$ cat src/rtl/exe_mem_skid_reg.sv
// EX->MEM stage register: 2-entry skid buffer plus architectural {Z,C,N,V} status.
// Latency: 1 cycle from accept to out_valid when empty; sustains 1 transfer per cycle.
// Backpressure: in_ready is a flop (low only when both entries full), never combinational from out_ready.
// Optional build macro EXE_MEM_FWD_EN adds head/skid forwarding taps for the hazard unit.
module exe_mem_skid_reg #(
    parameter int DATA_W = 32,
    parameter int DEST_W = 4
) (
    input  logic              clk,
    input  logic              rst,
    input  logic              flush,
    input  logic              in_valid,
    output logic              in_ready,
    input  logic [DATA_W-1:0] in_res,
    input  logic [3:0]        in_sr,
    input  logic              in_s,
    input  logic              in_wb_en,
    input  logic              in_mem_r,
    input  logic              in_mem_w,
    input  logic [DEST_W-1:0] in_dest,
    input  logic [DATA_W-1:0] in_st_val,
    output logic              out_valid,
    input  logic              out_ready,
    output logic [DATA_W-1:0] out_res,
    output logic              out_wb_en,
    output logic              out_mem_r,
    output logic              out_mem_w,
    output logic [DEST_W-1:0] out_dest,
    output logic [DATA_W-1:0] out_st_val,
`ifdef EXE_MEM_FWD_EN
    output logic              fwd0_v,
    output logic [DEST_W-1:0] fwd0_dest,
    output logic [DATA_W-1:0] fwd0_res,
    output logic              fwd1_v,
    output logic [DEST_W-1:0] fwd1_dest,
    output logic [DATA_W-1:0] fwd1_res,
`endif
    output logic [3:0]        status
);

    // One buffered instruction as it travels toward MEM.
    typedef struct packed {
        logic [DATA_W-1:0] res;
        logic              wb_en;
        logic              mem_r;
        logic              mem_w;
        logic [DEST_W-1:0] dest;
        logic [DATA_W-1:0] st_val;
    } entry_t;

    // Occupancy: EMPTY = nothing held, ONE = head only, TWO = head + skid.
    typedef enum logic [1:0] {
        EMPTY = 2'd0,
        ONE   = 2'd1,
        TWO   = 2'd2
    } state_t;

    state_t     state_q;
    state_t     state_d;
    entry_t     head_q;
    entry_t     skid_q;
    entry_t     in_ent;
    logic       in_ready_q;
    logic [3:0] status_q;

    logic       accept;
    logic       issue;
    logic       head_ld_in;
    logic       head_ld_skid;
    logic       skid_ld;
    logic       head_vld;
    logic       skid_vld;

    assign in_ent.res    = in_res;
    assign in_ent.wb_en  = in_wb_en;
    assign in_ent.mem_r  = in_mem_r;
    assign in_ent.mem_w  = in_mem_w;
    assign in_ent.dest   = in_dest;
    assign in_ent.st_val = in_st_val;

    assign head_vld = (state_q != EMPTY);
    assign skid_vld = (state_q == TWO);

    assign accept = in_valid & in_ready_q;
    assign issue  = head_vld & out_ready;

    // Next occupancy and which buffer slots load this cycle; flush drops everything.
    always_comb begin
        state_d      = state_q;
        head_ld_in   = 1'b0;
        head_ld_skid = 1'b0;
        skid_ld      = 1'b0;
        if (flush) begin
            state_d = EMPTY;
        end else begin
            case (state_q)
                EMPTY: begin
                    if (accept) begin
                        state_d    = ONE;
                        head_ld_in = 1'b1;
                    end
                end
                ONE: begin
                    if (accept && !issue) begin
                        state_d = TWO;
                        skid_ld = 1'b1;
                    end else if (accept && issue) begin
                        state_d    = ONE;
                        head_ld_in = 1'b1;
                    end else if (issue) begin
                        state_d = EMPTY;
                    end
                end
                TWO: begin
                    // in_ready is low here, so no accept can arrive alongside.
                    if (issue) begin
                        state_d      = ONE;
                        head_ld_skid = 1'b1;
                    end
                end
                default: begin
                    state_d = EMPTY;
                end
            endcase
        end
    end

    // State register; in_ready is precomputed from next state so it comes straight off a flop.
    always_ff @(posedge clk) begin
        if (rst) begin
            state_q    <= EMPTY;
            in_ready_q <= 1'b1;
        end else begin
            state_q    <= state_d;
            in_ready_q <= (state_d != TWO);
        end
    end

    // Buffer slots; fields only change on a load, so the head is stable while stalled.
    always_ff @(posedge clk) begin
        if (rst) begin
            head_q <= '0;
            skid_q <= '0;
        end else begin
            if (head_ld_in) begin
                head_q <= in_ent;
            end else if (head_ld_skid) begin
                head_q <= skid_q;
            end
            if (skid_ld) begin
                skid_q <= in_ent;
            end
        end
    end

    // Flags commit at accept (not issue) so dependent carry users see them next cycle.
    always_ff @(posedge clk) begin
        if (rst) begin
            status_q <= 4'b0000;
        end else if (accept && in_s && !flush) begin
            status_q <= in_sr;
        end
    end

    assign in_ready   = in_ready_q;
    assign out_valid  = head_vld;
    assign out_res    = head_q.res;
    assign out_wb_en  = head_q.wb_en;
    assign out_mem_r  = head_q.mem_r;
    assign out_mem_w  = head_q.mem_w;
    assign out_dest   = head_q.dest;
    assign out_st_val = head_q.st_val;
    assign status     = status_q;

`ifdef EXE_MEM_FWD_EN
    // Loads are excluded: their value is not known until MEM returns data.
    assign fwd0_v    = head_vld & head_q.wb_en & ~head_q.mem_r;
    assign fwd0_dest = head_q.dest;
    assign fwd0_res  = head_q.res;
    assign fwd1_v    = skid_vld & skid_q.wb_en & ~skid_q.mem_r;
    assign fwd1_dest = skid_q.dest;
    assign fwd1_res  = skid_q.res;
`endif

endmodule
$ cat config.mk
export PLATFORM = sky130hd
export DESIGN_NAME = exe_mem_skid_reg
export DESIGN_NICKNAME = d
export VERILOG_FILES = /design/src/rtl/exe_mem_skid_reg.sv
export SDC_FILE = /design/constraint.sdc
export NUM_CORES = 1
export LEC_CHECK = 0
export CORE_MARGIN = 2
export CORE_UTILIZATION = 25
export DETAILED_ROUTE_END_ITERATION = 8
export PLACE_DENSITY = 0.51
export SLEW_MARGIN = 20
export SYNTH_ARGS = -nofsm -noshare
export SYNTH_HDL_FRONTEND = slang
export SYNTH_SLANG_ARGS = --single-unit
$ cat constraint.sdc
create_clock -name clk -period 3.9 [get_ports clk]
set_clock_uncertainty 0.05 [all_clocks]
set_input_delay 0.585 -clock clk [delete_from_list [all_inputs] [get_ports clk]]
set_output_delay 0.585 -clock clk [all_outputs]
set_load 0.1 [all_outputs]
==> insert_results.sql <==
INSERT INTO impl_metrics (metric_group, metric, value, unit) VALUES
('routing', 'wl_per_cell', '14.39', 'um'),
('yosys', 'yosys_reg_bits', '149', ''),
('routing', 'totalWireLength', '17.18', 'mm'),
('timing', 'finalSetupTns', '0', 'ns'),
('layout', 'design_area', '8616', 'um^2'),
('clock_tree', 'tritoncts.num_buffers', '17', ''),
('yosys', 'seq_area_frac_synth', '0.4783', ''),
('layout', 'area.growth.synth_to_final', '38.16', '%'),
('power_and_ir_drop', 'power.density_cell_area', '466.5', 'nW/um^2'),
('clock_tree', 'tritoncts_num_sinks', '149', ''),
('layout', 'final_cell_mix', 'nand2_1 (286), clkdlybuf4s50_1 (156), dfxtp_1 (149)', ''),
('yosys', 'syn-num-nets', '819', ''),
('routing', 'via_per_inst', '4.474', ''),
('yosys', 'leading_cell_types_by_total_area_after_synthesis', 'dfxtp_1 (48%), nand2_1 (17%), a311oi_2 (17%)', ''),
('yosys', 'synth-compound-area-share', '0.2295', ''),
('power_and_ir_drop', 'cellLeakagePower', '0.002810', 'uW'),
('clock_tree', 'tritoncts', 'built', ''),
('routing', 'vias', '5342', ''),
('die', 'die_x', '161.9', 'um'),
('clock_tree', 'hold_buf_count_cts', '0', ''),
('placed_design', 'place_worst_setup_slack', '0.9845', 'ns'),
('global_route', 'grt_start_max_net_pins', '88', ''),
('global_route', 'first_global_vias', '5356', ''),
('job', 'cap_viol_max_count', '0', ''),
('layout', 'post_route_cells_drive_above_1_share', '0.1333', ''),
('placed_design', 'place_congestion', '0.6993', ''),
('setup_path', 'timing.critical_path.fanout_max', '9', ''),
('timing', 'finalCriticalPeriod', '2.859', 'ns'),
('routing', 'drc_errors', '0', ''),
('yosys', 'yosys.area_share.xor_xnor', '0', ''),
('yosys', 'synthMuxAreaShare', '0.009631', ''),
('run_status', 'outcome', 'completed', ''),
('global_route', 'antenna_found_initial', '0', ''),
('timing', 'max_fclk', '349.8', 'MHz'),
('yosys', 'most_area_hungry_cell_type_in_the_yosys_netlist', 'dfxtp_1', ''),
('global_route', 'grt.overflow.total', '0', ''),
('yosys', 'distinct_cell_type_count_of_the_synthesized_netlist', '23', ''),
('routing', 'first_pass_iters', '6', ''),
('yosys', 'ys.warnings.count', '0', ''),
('timing', 'finalHoldViolations', '0', ''),
('global_route', 'grt.total_usage', '0.1322', ''),
('power_and_ir_drop', 'totalPowerFinal', '4019', 'uW'),
('clock_tree', 'clock_path_buffers', '2', ''),
('layout', 'layout_commonest_cell', 'nand2_1', ''),
('clock_tree', 'clk_root_buffer_cell', 'clkbuf_16', ''),
('placed_design', 'portBuffers', '157', ''),
('die', 'starting_density_of_the_core', '0.2557', ''),
('yosys', 'synthSimpleGateAreaFrac', '0.2323', ''),
('power_and_ir_drop', 'vdd.ir_drop.worst', '0.0001891', 'V'),
('timing', 'slew_headroom', '0.2880', ''),
('die', 'boundaryPins', '158', ''),
('die', 'core.rowCount', '57', ''),
('routing', 'drt_iter0_markers', '192', ''),
('clock_tree', 'post_cts.resized_instances', '0', ''),
('layout', 'layout.cells.non_filler', '1194', ''),
('timing', 'finalMaxSlewViolations', '0', ''),
('die', 'floorplan.core_area', '24390', 'um^2'),
('timing', 'final_min_period_over_clock_period', '0.7330', ''),
('yosys', 'post_syn_area_per_cell', '8.450', 'um^2'),
('timing', 'worst-slew-pin-transition', '1.065', 'ns'),
('clock_tree', 'cts.repair_timing.setup_buffer_count', '0', ''),
('clock_tree', 'source_to_sink_clock_delay_at_the_later_pin_of_the_worst_skew_pair', '0.42', 'ns'),
('timing', 'rsz0062_at_grt', 'false', ''),
('setup_path', 'worst-setup-path-type', 'flop to output pin', ''),
('die', 'die_h', '161.9', 'um'),
('yosys', 'synth_top_area_share', '0.4783', ''),
('global_route', 'grt_first_pass_wirelength', '27.99', 'mm'),
('setup_path', 'worstReg2RegStart', 'state_q[0]', ''),
('placed_design', 'hpwlAfterDp', '10.49', 'mm'),
('timing', 'finalSetupViolCount', '0', ''),
('yosys', 'mappedNetlistArea', '6236', 'um^2');
Yosys cell counts (all sizes together):
library cell / count
a21oi: 71
a311oi: 71
buf: 16
clkbuf: 49
dfxtp: 149
mux2i: 6
nand2: 286
nand2b: 1
nand4b: 1
nor2: 76
nor2b: 1
nor3: 2
nor4: 2
o21a: 1
o22a: 1
or2: 1
or3: 1
or4: 3
worst paths after layout:
check,depth (start not counted),slack [ns],endpoint
hold / removal,2,0.40,skid_q[56]
hold reg to reg,2,0.40,skid_q[56]
setup reg to reg,5,1.74,out_res[16]
setup / recovery,2,1.04,out_valid
area by class of cell:
cell class	count	area (um^2)
Clock inverter	7	70.07
Sequential cell	149	2983
Multi-Input combinational cell	524	2962
Clock buffer	23	498.0
Fill cell	2533	15780
Tap cell	324	405.4
Timing Repair Buffer	167	1698
metal layers:
layer,wire (um),vias to the layer above,GRT usage,share of wire
met5,0,-,0,0
met2,8105,91,0.2222,0.47
li1,-,2729,-,-
met3,659,13,0.03294,0.038
met4,243,0,0.04304,0.014
met1,8172,2509,0.1661,0.48
sequential cells by signal, indices dropped and copies added (netlist names):
name,count
in_ready,1
out_res,32
out_st_val,32
out_mem_r,1
state_q,2
status,4
out_wb_en,1
out_dest,4
out_mem_w,1
skid_q,71
cell families after synthesis:
kind of cell	after synthesis
and+or+nand+nor	374
buffers and inverters	65
DFF	149
muxes	6
AOI/OAI and AO/OA	144
worst max-delay path, stage by stage (launching register included):
cell and delay (ns):
dfxtp_1 0.50, or2_2 0.18, clkdlybuf4s50_1 1.13
power breakdown:
| group | leakage (uW) | switching (uW) | total, uW | internal [uW] |
|---|---|---|---|---|
| Sequential | 0.00121 | 35.7 | 1620 | 1580 |
| Clock | 0.000282 | 648 | 1610 | 958 |
| Combinational | 0.00131 | 560 | 793 | 233 |
through the flow:
step           hold slack [ns]    util
6_report                0.4034  0.3532
5_1_grt                 0.4191  0.3532
4_1_cts                 0.4059  0.3532
3_5_place_dp            0.3970  0.3299
3_3_place_gp            0.3915  0.3299
2_1_floorplan           0.3866       -
Note: power is estimated with default switching activity, not from simulation.
